## config.mk

```make
export PLATFORM = sky130hd
export DESIGN_NAME = pipeline_exec_ctrl
export DESIGN_NICKNAME = d
export VERILOG_FILES = /design/src/rtl/pipeline_exec_ctrl.sv
export SDC_FILE = /design/constraint.sdc
export NUM_CORES = 1
export LEC_CHECK = 0
export BUFFER_PORTS_ARGS = -buffer_cell sky130_fd_sc_hd__clkbuf_2
export CAP_MARGIN = 20
export CELL_PAD_IN_SITES_DETAIL_PLACEMENT = 0
export CELL_PAD_IN_SITES_GLOBAL_PLACEMENT = 1
export CORE_UTILIZATION = 35
export CTS_BUF_LIST = sky130_fd_sc_hd__clkbuf_4 sky130_fd_sc_hd__clkbuf_8 sky130_fd_sc_hd__clkbuf_16
export DETAILED_ROUTE_END_ITERATION = 16
export GPL_TIMING_DRIVEN = 1
export PLACE_DENSITY = 0.7
export SLEW_MARGIN = 30
export SYNTH_ARGS = -nofsm -noshare
export SYNTH_HDL_FRONTEND = slang
export SYNTH_SLANG_ARGS = --single-unit
export TNS_END_PERCENT = 100
```

## constraint.sdc

```tcl
create_clock -name i_clk -period 5.8 [get_ports i_clk]
set_input_delay 0.87 -clock i_clk [delete_from_list [all_inputs] [get_ports i_clk]]
set_output_delay 0.87 -clock i_clk [all_outputs]
set_load 0.02 [all_outputs]
```

## src/rtl/pipeline_exec_ctrl.sv

```systemverilog
// pipeline_exec_ctrl
//   Execution controller for the 5-stage pipeline. Drives the shared
//   pipeline_mode / run_clockcycle pair into every inter-stage latch, runs
//   debug-unit commands (run, step, halt, clear), requests a latch dump after
//   every stop and freezes for good once EOF reaches the MEM/WB latch output.
//
// Ports
//   i_clk, i_reset      clock, synchronous active-high reset
//   i_cmd_valid/i_cmd   command byte: 'C' run, 'S' step, 'H' halt, 'R' clear
//   o_cmd_ready         command accepted on i_cmd_valid && o_cmd_ready
//   i_EOF_flag          EOF flag seen at the MEM/WB latch output
//   o_pipeline_mode     00 frozen/idle, 01 continuous, 11 stepwise
//   o_run_clockcycle    single-cycle advance strobe (with mode 11)
//   o_dump_req          dump request to the debug unit
//   i_dump_done         debug unit finished the dump
//   o_cycle_count       pipeline advances since last clear (wraps)
//   o_state             IDLE=0 RUN=1 STEP=2 DUMP=3 DONE=4
//   o_halted            program finished
module pipeline_exec_ctrl #(
    parameter int NB_CYCLES = 32,
    parameter int NB_CMD    = 8
) (
    input  logic                 i_clk,
    input  logic                 i_reset,
    input  logic                 i_cmd_valid,
    input  logic [NB_CMD-1:0]    i_cmd,
    output logic                 o_cmd_ready,
    input  logic                 i_EOF_flag,
    output logic [1:0]           o_pipeline_mode,
    output logic                 o_run_clockcycle,
    output logic                 o_dump_req,
    input  logic                 i_dump_done,
    output logic [NB_CYCLES-1:0] o_cycle_count,
    output logic [2:0]           o_state,
    output logic                 o_halted
);

    typedef enum logic [2:0] {
        S_IDLE = 3'd0,
        S_RUN  = 3'd1,
        S_STEP = 3'd2,
        S_DUMP = 3'd3,
        S_DONE = 3'd4
    } state_t;

    localparam logic [NB_CMD-1:0] CMD_RUN  = NB_CMD'(8'h43);
    localparam logic [NB_CMD-1:0] CMD_STEP = NB_CMD'(8'h53);
    localparam logic [NB_CMD-1:0] CMD_HALT = NB_CMD'(8'h48);
    localparam logic [NB_CMD-1:0] CMD_CLR  = NB_CMD'(8'h52);

    state_t               state;
    logic                 eof_seen;
    logic [NB_CYCLES-1:0] cycle_count;
    logic                 cmd_acc;
    logic                 advance;
    logic                 clear;

    assign cmd_acc = i_cmd_valid && o_cmd_ready;

    // An edge advances the latches when mode is 01 or the step strobe is up;
    // this is exactly RUN without EOF, or STEP.
    assign advance = ((state == S_RUN) && !i_EOF_flag) || (state == S_STEP);

    // 'R' is only acted on from IDLE and DONE
    assign clear = cmd_acc && (i_cmd == CMD_CLR) &&
                   ((state == S_IDLE) || (state == S_DONE));

    always_ff @(posedge i_clk) begin
        if (i_reset) begin
            state       <= S_IDLE;
            eof_seen    <= 1'b0;
            cycle_count <= '0;
        end else begin
            if (clear)
                cycle_count <= '0;
            else if (advance)
                cycle_count <= cycle_count + NB_CYCLES'(1);

            if (clear)
                eof_seen <= 1'b0;
            else if (i_EOF_flag && ((state == S_RUN) || (state == S_STEP) ||
                                    (state == S_DUMP)))
                eof_seen <= 1'b1;

            case (state)
                S_IDLE: begin
                    if (cmd_acc && (i_cmd == CMD_RUN))
                        state <= S_RUN;
                    else if (cmd_acc && (i_cmd == CMD_STEP))
                        state <= S_STEP;
                end
                S_RUN: begin
                    if (i_EOF_flag || (cmd_acc && (i_cmd == CMD_HALT)))
                        state <= S_DUMP;
                end
                S_STEP:
                    state <= S_DUMP;
                S_DUMP: begin
                    // EOF may arrive in the very cycle the dump completes
                    if (i_dump_done)
                        state <= (eof_seen || i_EOF_flag) ? S_DONE : S_IDLE;
                end
                S_DONE: begin
                    if (clear)
                        state <= S_IDLE;
                end
                default:
                    state <= S_IDLE;
            endcase
        end
    end

    // Moore decode; RUN mode drops to 11 in the same cycle EOF shows up so
    // the instruction carrying EOF is not pushed further.
    always_comb begin
        o_pipeline_mode  = 2'b00;
        o_run_clockcycle = 1'b0;
        o_dump_req       = 1'b0;
        o_halted         = 1'b0;
        o_cmd_ready      = 1'b0;
        case (state)
            S_IDLE: o_cmd_ready = 1'b1;
            S_RUN: begin
                o_pipeline_mode = i_EOF_flag ? 2'b11 : 2'b01;
                o_cmd_ready     = 1'b1;
            end
            S_STEP: begin
                o_pipeline_mode  = 2'b11;
                o_run_clockcycle = 1'b1;
            end
            S_DUMP: begin
                o_pipeline_mode = 2'b11;
                o_dump_req      = 1'b1;
            end
            S_DONE: begin
                o_pipeline_mode = 2'b11;
                o_halted        = 1'b1;
                o_cmd_ready     = 1'b1;
            end
            default: ;
        endcase
        if (i_reset)
            o_cmd_ready = 1'b0;
    end

    assign o_cycle_count = cycle_count;
    assign o_state       = state;

endmodule

```

==> results of run 1 <==
[cells in the mapped netlist, types with 2 or more instances]
| master | number |
|---|---|
| sky130_fd_sc_hd__nor4_1 | 5 |
| sky130_fd_sc_hd__buf_6 | 4 |
| sky130_fd_sc_hd__nand2b_1 | 2 |
| sky130_fd_sc_hd__nand3b_1 | 4 |
| sky130_fd_sc_hd__buf_1 | 2 |
| sky130_fd_sc_hd__nor2_1 | 12 |
| sky130_fd_sc_hd__o31ai_1 | 17 |
| sky130_fd_sc_hd__and3_1 | 3 |
| sky130_fd_sc_hd__a211oi_1 | 2 |
| sky130_fd_sc_hd__or3_1 | 4 |
| sky130_fd_sc_hd__inv_1 | 6 |
| sky130_fd_sc_hd__xor2_1 | 5 |
| sky130_fd_sc_hd__a21oi_1 | 21 |
| sky130_fd_sc_hd__mux2i_1 | 3 |
| sky130_fd_sc_hd__and4_1 | 4 |
| sky130_fd_sc_hd__nand4_1 | 6 |
| sky130_fd_sc_hd__nand3_1 | 13 |
| sky130_fd_sc_hd__clkbuf_1 | 6 |
| sky130_fd_sc_hd__dfxtp_1 | 36 |
| sky130_fd_sc_hd__o2111ai_1 | 2 |
| sky130_fd_sc_hd__nand2_1 | 13 |
| sky130_fd_sc_hd__or4_1 | 15 |
| sky130_fd_sc_hd__o21ai_0 | 7 |
| sky130_fd_sc_hd__or4_4 | 5 |
| sky130_fd_sc_hd__a21o_1 | 2 |
| sky130_fd_sc_hd__a21oi_2 | 4 |
| sky130_fd_sc_hd__buf_2 | 5 |
| sky130_fd_sc_hd__xnor2_1 | 3 |
[area by class of cell]
type	count	share of cell area [%]
clock inverters	1	0.2121
flip-flops and latches	36	30.54
well taps	72	3.818
repair buffers	55	11.88
inverters	6	0.9544
clock buffers	6	3.234
multi-input cells	173	49.36
[logic make-up after synthesis]
family / count (synthesis)
AOI/OAI and AO/OA: 62
xor gates and xnor gates: 8
adders and majority gates: 1
buffers and inverters: 23
DFF: 36
muxes: 3
and+or+nand+nor: 99
[metrics by stage]
step                total power, mW  std cells  utilization (%)
finish                       0.4799        349            42.85
global route                 0.5069        349            42.85
CTS                          0.4884        349            42.85
detailed placement           0.3110        342            41.38
global placement             0.3113        342            41.38
floorplan                    0.2951        232                -
[flip-flops by register name (all words and copies together), names as in the netlist]
signal and cells:
eof_seen 1, o_cycle_count 32, o_state 3
[worst register-to-register path, delay by kind of cell, from the launching register on]
kind             cells  cell delay, ps
flip-flops           1             460
AO/OA/AOI/OAI        2             600
AND/OR/NAND/NOR      2            1200
[cell usage in the layout, fill, tap and decap left out, types with 3 or more instances in the layout]
cell type	count
sky130_fd_sc_hd__a21oi_1	21
sky130_fd_sc_hd__a21oi_2	4
sky130_fd_sc_hd__and3_1	3
sky130_fd_sc_hd__and4_1	4
sky130_fd_sc_hd__clkbuf_2	53
sky130_fd_sc_hd__clkbuf_8	5
sky130_fd_sc_hd__dfxtp_1	36
sky130_fd_sc_hd__inv_1	6
sky130_fd_sc_hd__mux2i_1	3
sky130_fd_sc_hd__nand2_1	13
sky130_fd_sc_hd__nand3_1	13
sky130_fd_sc_hd__nand3b_1	4
sky130_fd_sc_hd__nand4_1	6
sky130_fd_sc_hd__nor2_1	12
sky130_fd_sc_hd__nor4_1	5
sky130_fd_sc_hd__o21ai_0	7
sky130_fd_sc_hd__o31ai_1	17
sky130_fd_sc_hd__or3_1	4
sky130_fd_sc_hd__or4_1	15
sky130_fd_sc_hd__or4_4	5
sky130_fd_sc_hd__xnor2_1	3
sky130_fd_sc_hd__xor2_1	5
[how the worst max path moves through the flow]
stage,startpoint,to
floorplan,i_cmd[2],o_cycle_count[14]
global placement,i_cmd[2],eof_seen
detailed placement,i_EOF_flag,o_cycle_count[25]
CTS,o_state[1],o_run_clockcycle
global route,o_state[1],o_run_clockcycle
finish,o_state[1],o_run_clockcycle
[routing by layer]
metal  routed length (um)  track usage, %  vias up
met4                   68           6.604        0
met1                 2365           22.07      910
li1                     -               -      985
met3                  207           4.353        6
met2                 2080           25.75       43
met5                    0               0        -
[power by group]
part	internal (mW)	switching, mW
Sequential	0.251	0.00643
Combinational	0.0180	0.0295
Clock	0.0864	0.0888
Total	0.355	0.125
==> flow_summary.yaml, run 1 <==
clocking:
  htree_num_levels: 2
  clk_pin_slew_ps: 70
  cts-buffers-inserted: 5
  clock_tree_from_tritoncts: "yes"
  clock-root-buffer: "sky130_fd_sc_hd__clkbuf_8"
  clock_path_buffers: 2
  cts.hold.buffers_added: 0
  postCtsResizedCells: 0
  cts_setup_buffers: 0
  worstSkewPairLatency_ps: 290
  clock_sink_count: 36
critical_path:
  critPathBufInv: 2
  critical_path.slowest_cell: "sky130_fd_sc_hd__dfxtp_1"
  cp_top_family: "flip-flops"
  worstRegToRegCells: 4
  timing.setup.critical_path_class: "flip-flop to output port"
  worst-path-max-fanout: 12
  worst_ep_arrival_time_ps: 1680
  cp-start-kind: "flip-flop"
  worstSetupEndpointType: "output port"
  r2r-start: "o_state[2]"
  cp_data_required_time_ps: 4930
  r2r_endpoint: "o_cycle_count[25]"
  crit_chain: "or3b_1, inv_1, clkbuf_2"
  worst-r2r-setup-slack_ps: 3480
  cp_slowest_stage_delay_ps: 550
  critical_path_cell_count: 3
die:
  io_pins: 54
  floorplan.die_area_um2: 6044
  core_region_area_um2: 5507
  floorplan.rows: 27
  start_util_pct: 36.47
  die_h_um: 77.75
  die_x_um: 77.75
finish:
  area_occupied_by_multi_input_gates_um2: 1165
  nets: 291
  antennaDiodeCount: 0
  synthToLayoutAreaGrowth_pct: 17.51
  postLayoutCellArea_um2: 2360
  fraction_of_layout_instances_using_a_drive_strength_above_1_pct: 27.80
  seq_area_um2: 720.7
  n_fill_cell: 569
status:
  status: "complete, no violations"
drt:
  wirelength_um: 4721
  detail_route.wl_per_cell_um: 13.53
  first_pass_iters: 6
  vias: 1944
  drt.antenna.violating_nets: 0
  drcViolationCount: 0
  viasPerCell: 5.570
  dr.first_iter.drc_count: 70
timing:
  layout_worst_path_cycle_share_pct: 43.98
  final_worst_path_setup_slack_ps: 3249
  final-setup-viol-count: 0
  layout_min_cycle_time_ps: 2551
  max_slew.worst_pin.slew_ps: 706.8
  finalHoldViolCount: 0
  rsz0062_at_grt: "false"
  fin_worst_skew_ps: 10.68
  final_max_slew_viol_count: 0
  hold_ws_ps: 483.6
  max_freq_mhz: 392.1
  slew_headroom_pct: 52.88
  setup_total_negative_slack_ps: 0
synth:
  synth_area_leader_cell: "sky130_fd_sc_hd__dfxtp_1"
  yosys_most_used_dff: "sky130_fd_sc_hd__dfxtp_1"
  warnings_from_yosys: 0
  synth_fa_ha_area_share_pct: 0.6231
  post_synthesis_cell_area_um2: 2008
  synth-compound-area-share_pct: 20.50
  post-synth-top-area-fraction_pct: 35.89
  synth_simple_gate_area_share_pct: 31.90
  post_syn_instances: 232
  area_share_of_xor_xnor_cells_in_the_synthesized_design_pct: 3.489
  ys_types: 49
  synth-async-reset-ratio_pct: 0
  synth.avg_cell_area_um2: 8.656
  synth-edff-count: 0
  synth_fp_nets: 246
  seq_area_frac_synth_pct: 35.89
  ys_ff_latch: 36
  synth.area.mux_share_pct: 1.495
  synth_area_leaders: "sky130_fd_sc_hd__dfxtp_1 (36%), sky130_fd_sc_hd__o31ai_1 (6.4%), sky130_fd_sc_hd__or4_1 (5.6%)"
  synth_top_family_by_area: "simple AND/OR/NAND/NOR gates"
min_path:
  hold_path.class: "flip-flop to flip-flop"
  hold_path_end: "eof_seen"
  worstHoldStart: "eof_seen"
  min_delay_path_depth: 2
global_route:
  antenna_found_initial: 0
  grt_start_max_net_pins: 31
  grt_remaining_overflow: 0
  grt_pass1_wl_um: 8010
  grt_usage_pct: 16.70
  first_global_vias: 1672
pwr:
  max-vdd-ir-drop_v: 0.00008773
  power_density_nw_per_um2: 203.4
  cell_leakage_power_nw: 0.8477
place:
  placed_area_um2: 2278
  io_buffer_count: 53
  pre_cts_worst_setup_slack_ps: 3013
  hpwl_um: 3267
  finalWeightedCongestion: 0.7357
job:
  max_cap_violations: 0
Power figures use the tool's default switching activity.
==> run 2: changes to the inputs <==
--- a/config.mk
+++ b/config.mk
@@ -5,15 +5,16 @@
 export SDC_FILE = /design/constraint.sdc
 export NUM_CORES = 1
 export LEC_CHECK = 0
+export ABC_AREA = 1
 export BUFFER_PORTS_ARGS = -buffer_cell sky130_fd_sc_hd__clkbuf_2
 export CAP_MARGIN = 20
 export CELL_PAD_IN_SITES_DETAIL_PLACEMENT = 0
 export CELL_PAD_IN_SITES_GLOBAL_PLACEMENT = 1
-export CORE_UTILIZATION = 35
+export CORE_UTILIZATION = 34
 export CTS_BUF_LIST = sky130_fd_sc_hd__clkbuf_4 sky130_fd_sc_hd__clkbuf_8 sky130_fd_sc_hd__clkbuf_16
 export DETAILED_ROUTE_END_ITERATION = 16
 export GPL_TIMING_DRIVEN = 1
-export PLACE_DENSITY = 0.7
+export PLACE_DENSITY = 0.74
 export SLEW_MARGIN = 30
 export SYNTH_ARGS = -nofsm -noshare
 export SYNTH_HDL_FRONTEND = slang
==> constraint.sdc (replaced) <==
create_clock -name i_clk -period 2.05 [get_ports i_clk]
set_input_delay 0.3075 -clock i_clk [delete_from_list [all_inputs] [get_ports i_clk]]
set_output_delay 0.3075 -clock i_clk [all_outputs]
set_load 0.02 [all_outputs]
==> run 2 against run 1 <==
Compared with the run above:
- die area increased by 23%
- clock power increased to 3.2 times the previous value
- cell area increased by 22%
- power increased to 4.1 times the previous value
- non-clock buffer count increased by 1
- combinational power increased to 13 times the previous value
- first-iteration DRC count increased by 41%
- routed wire length increased by 36%
- clock skew decreased by 6.7 ps
- highest routed layer unchanged
==> flow_summary.yaml, run 2 <==
synth:
  synth-async-reset-ratio_pct: 0
  synth.area.mux_share_pct: 0
  ys_types: 31
  synth_simple_gate_area_share_pct: 48.16
  synth_fa_ha_area_share_pct: 0.5184
  synth_area_leaders: "sky130_fd_sc_hd__dfxtp_1 (30%), sky130_fd_sc_hd__nand2_1 (17%), sky130_fd_sc_hd__nor2_1 (8.1%)"
  post-synth-top-area-fraction_pct: 29.86
  yosys-top-cells-count: "sky130_fd_sc_hd__nand2_1 (107), sky130_fd_sc_hd__nor2_1 (52), sky130_fd_sc_hd__inv_1 (46)"
  yosys_most_used_dff: "sky130_fd_sc_hd__dfxtp_1"
  synth_fp_nets: 393
  post_syn_instances: 379
  area_share_of_xor_xnor_cells_in_the_synthesized_design_pct: 2.903
  synth_top_family_by_area: "simple AND/OR/NAND/NOR gates"
  synth.most_common_cell: "sky130_fd_sc_hd__nand2_1"
  seq_area_frac_synth_pct: 29.86
  synth.avg_cell_area_um2: 6.368
  post_synthesis_cell_area_um2: 2414
  synth_area_leader_cell: "sky130_fd_sc_hd__dfxtp_1"
  synth-compound-area-share_pct: 8.657
  ys_ff_latch: 36
  warnings_from_yosys: 0
  synth-edff-count: 0
clocking:
  cts.hold.buffers_added: 0
  clock_tree_from_tritoncts: "yes"
  worstSkewPairLatency_ps: 290
  cts_setup_buffers: 0
  clock-root-buffer: "sky130_fd_sc_hd__clkbuf_8"
  clock_path_buffers: 2
  cts-buffers-inserted: 5
  clock_sink_count: 36
  htree_num_levels: 2
  clk_pin_slew_ps: 70
  postCtsResizedCells: 0
pwr:
  power_total_mw: 1.947
  p_comb_share_pct: 31.4
  cell_leakage_power_nw: 1.289
  p_sw_share_pct: 37.92
  share_seq_of_total_power_pct: 40.0
  power_density_nw_per_um2: 675.6
  p_sw_mw: 0.7384
  pwr-share-clk_pct: 28.5
  cellInternalPower_mw: 1.209
  max-vdd-ir-drop_v: 0.0003038
finish:
  n_fill_cell: 769
  layout_common_cells: "sky130_fd_sc_hd__nand2_1 (107), sky130_fd_sc_hd__clkbuf_2 (53), sky130_fd_sc_hd__nor2_1 (52)"
  largest_reg_flops: 32
  nets: 451
  most_common_library_cell_in_the_layout_ignoring_fill_and_taps: "sky130_fd_sc_hd__nand2_1"
  area_occupied_by_multi_input_gates_um2: 1454
  synthToLayoutAreaGrowth_pct: 19.44
  fraction_of_layout_instances_using_a_drive_strength_above_1_pct: 24.66
  seq_area_um2: 720.7
  postLayoutCellArea_um2: 2883
  antennaDiodeCount: 0
die:
  floorplan.rows: 30
  start_util_pct: 35.33
  floorplan.die_area_um2: 7440
  die_x_um: 86.26
  die_h_um: 86.26
  core_region_area_um2: 6832
  io_pins: 54
drt:
  dr.first_iter.drc_count: 99
  detail_route.wl_per_cell_um: 12.03
  viasPerCell: 4.573
  vias: 2442
  wirelength_um: 6426
  drt.antenna.violating_nets: 0
  drcViolationCount: 0
  first_pass_iters: 4
place:
  finalWeightedCongestion: 0.8744
  io_buffer_count: 53
  hpwl_um: 5137
  placed_area_um2: 2785
timing:
  rsz0062_at_grt: "false"
  hold_ws_ps: 179.2
  layout_min_cycle_time_ps: 1778
  max_freq_mhz: 562.4
  finalHoldViolCount: 0
  slew_headroom_pct: 71.22
  layout_worst_path_cycle_share_pct: 86.74
  fin_worst_skew_ps: 3.990
  final_max_slew_viol_count: 0
  setup_total_negative_slack_ps: 0
  max_slew.worst_pin.slew_ps: 431.2
  final-setup-viol-count: 0
global_route:
  grt_usage_pct: 18.29
  grt_remaining_overflow: 0
  grt_start_max_net_pins: 17
  grt_pass1_wl_um: 10630
  antenna_found_initial: 0
  first_global_vias: 2283
critical_path:
  worstRegToRegCells: 10
  cp-start-kind: "flip-flop"
  worst-path-max-fanout: 7
  cp_data_required_time_ps: 1740
  worstSetupEndpointType: "output port"
  worst_ep_arrival_time_ps: 1470
  timing.setup.critical_path_class: "flip-flop to output port"
min_path:
  min_delay_path_depth: 2
  hold_path.class: "input pin to flip-flop"
job:
  max_cap_violations: 0
status:
  status: "complete, no violations"
run 2: kinds of logic (layout without fill, tap and decap cells):
kind of cell             count (synthesis)  after routing
AO/OA/AOI/OAI                           40             40
XOR/XNOR                                 8              8
adder cells (fa/ha/maj)                  1              1
buffers and inverters                   59            118
flip-flops                              36             36
AND/OR/NAND/NOR                        235            235
run 2: cell type report:
cell class                      instances  share of cell area [%]
Multi-Input combinational cell        284                   50.43
Tap cell                               96                   4.167
Clock buffer                            8                   3.385
Inverter                               54                   7.031
Sequential cell                        36                   25.00
Timing Repair Buffer                   56                   9.983
run 2: worst max-delay path, cell delays in order (launching register included):
cell and delay [ps]:
sky130_fd_sc_hd__dfxtp_1 470, sky130_fd_sc_hd__inv_2 90, sky130_fd_sc_hd__nand2_2 120, sky130_fd_sc_hd__nor2_1 80, sky130_fd_sc_hd__a21oi_1 150, sky130_fd_sc_hd__o21ai_0 110, sky130_fd_sc_hd__clkbuf_2 170
run 2: path summary, 6_finish.rpt:
path | startpoint | endpoint | slack, ps
setup / recovery | o_state[1] | o_pipeline_mode[1] | 270
hold / removal | i_reset | o_state[0] | 180
setup reg to reg | o_cycle_count[0] | o_cycle_count[12] | 310
hold reg to reg | eof_seen | eof_seen | 490
run 2: through the flow:
step	cells	util [%]	setup slack, ps
after global routing	534	42.20	89.37
final	534	42.20	271.9
after detailed placement	526	40.77	325.5
after floorplan	379	-	329.4
after CTS	534	42.20	263.6
after global placement	526	40.77	383.5
run 2: routing by layer:
metal / global-route usage [%] / part of all wire, % / vias to the layer above
met5: 0 / 0 / -
met4: 5.303 / 1.4 / 0
met3: 3.810 / 3.5 / 7
met2: 30.59 / 46 / 46
met1: 23.76 / 49 / 1074
li1: - / - / 1315
run 2: power groups by stage:
stage / Combinational, mW / Clock, mW / Sequential, mW
after floorplan: 0.426 / 0 / 0.818
after global placement: 0.617 / 0 / 0.795
after detailed placement: 0.618 / 0 / 0.796
after CTS: 0.621 / 0.584 / 0.779
after global routing: 0.686 / 0.609 / 0.787
final: 0.612 / 0.555 / 0.780
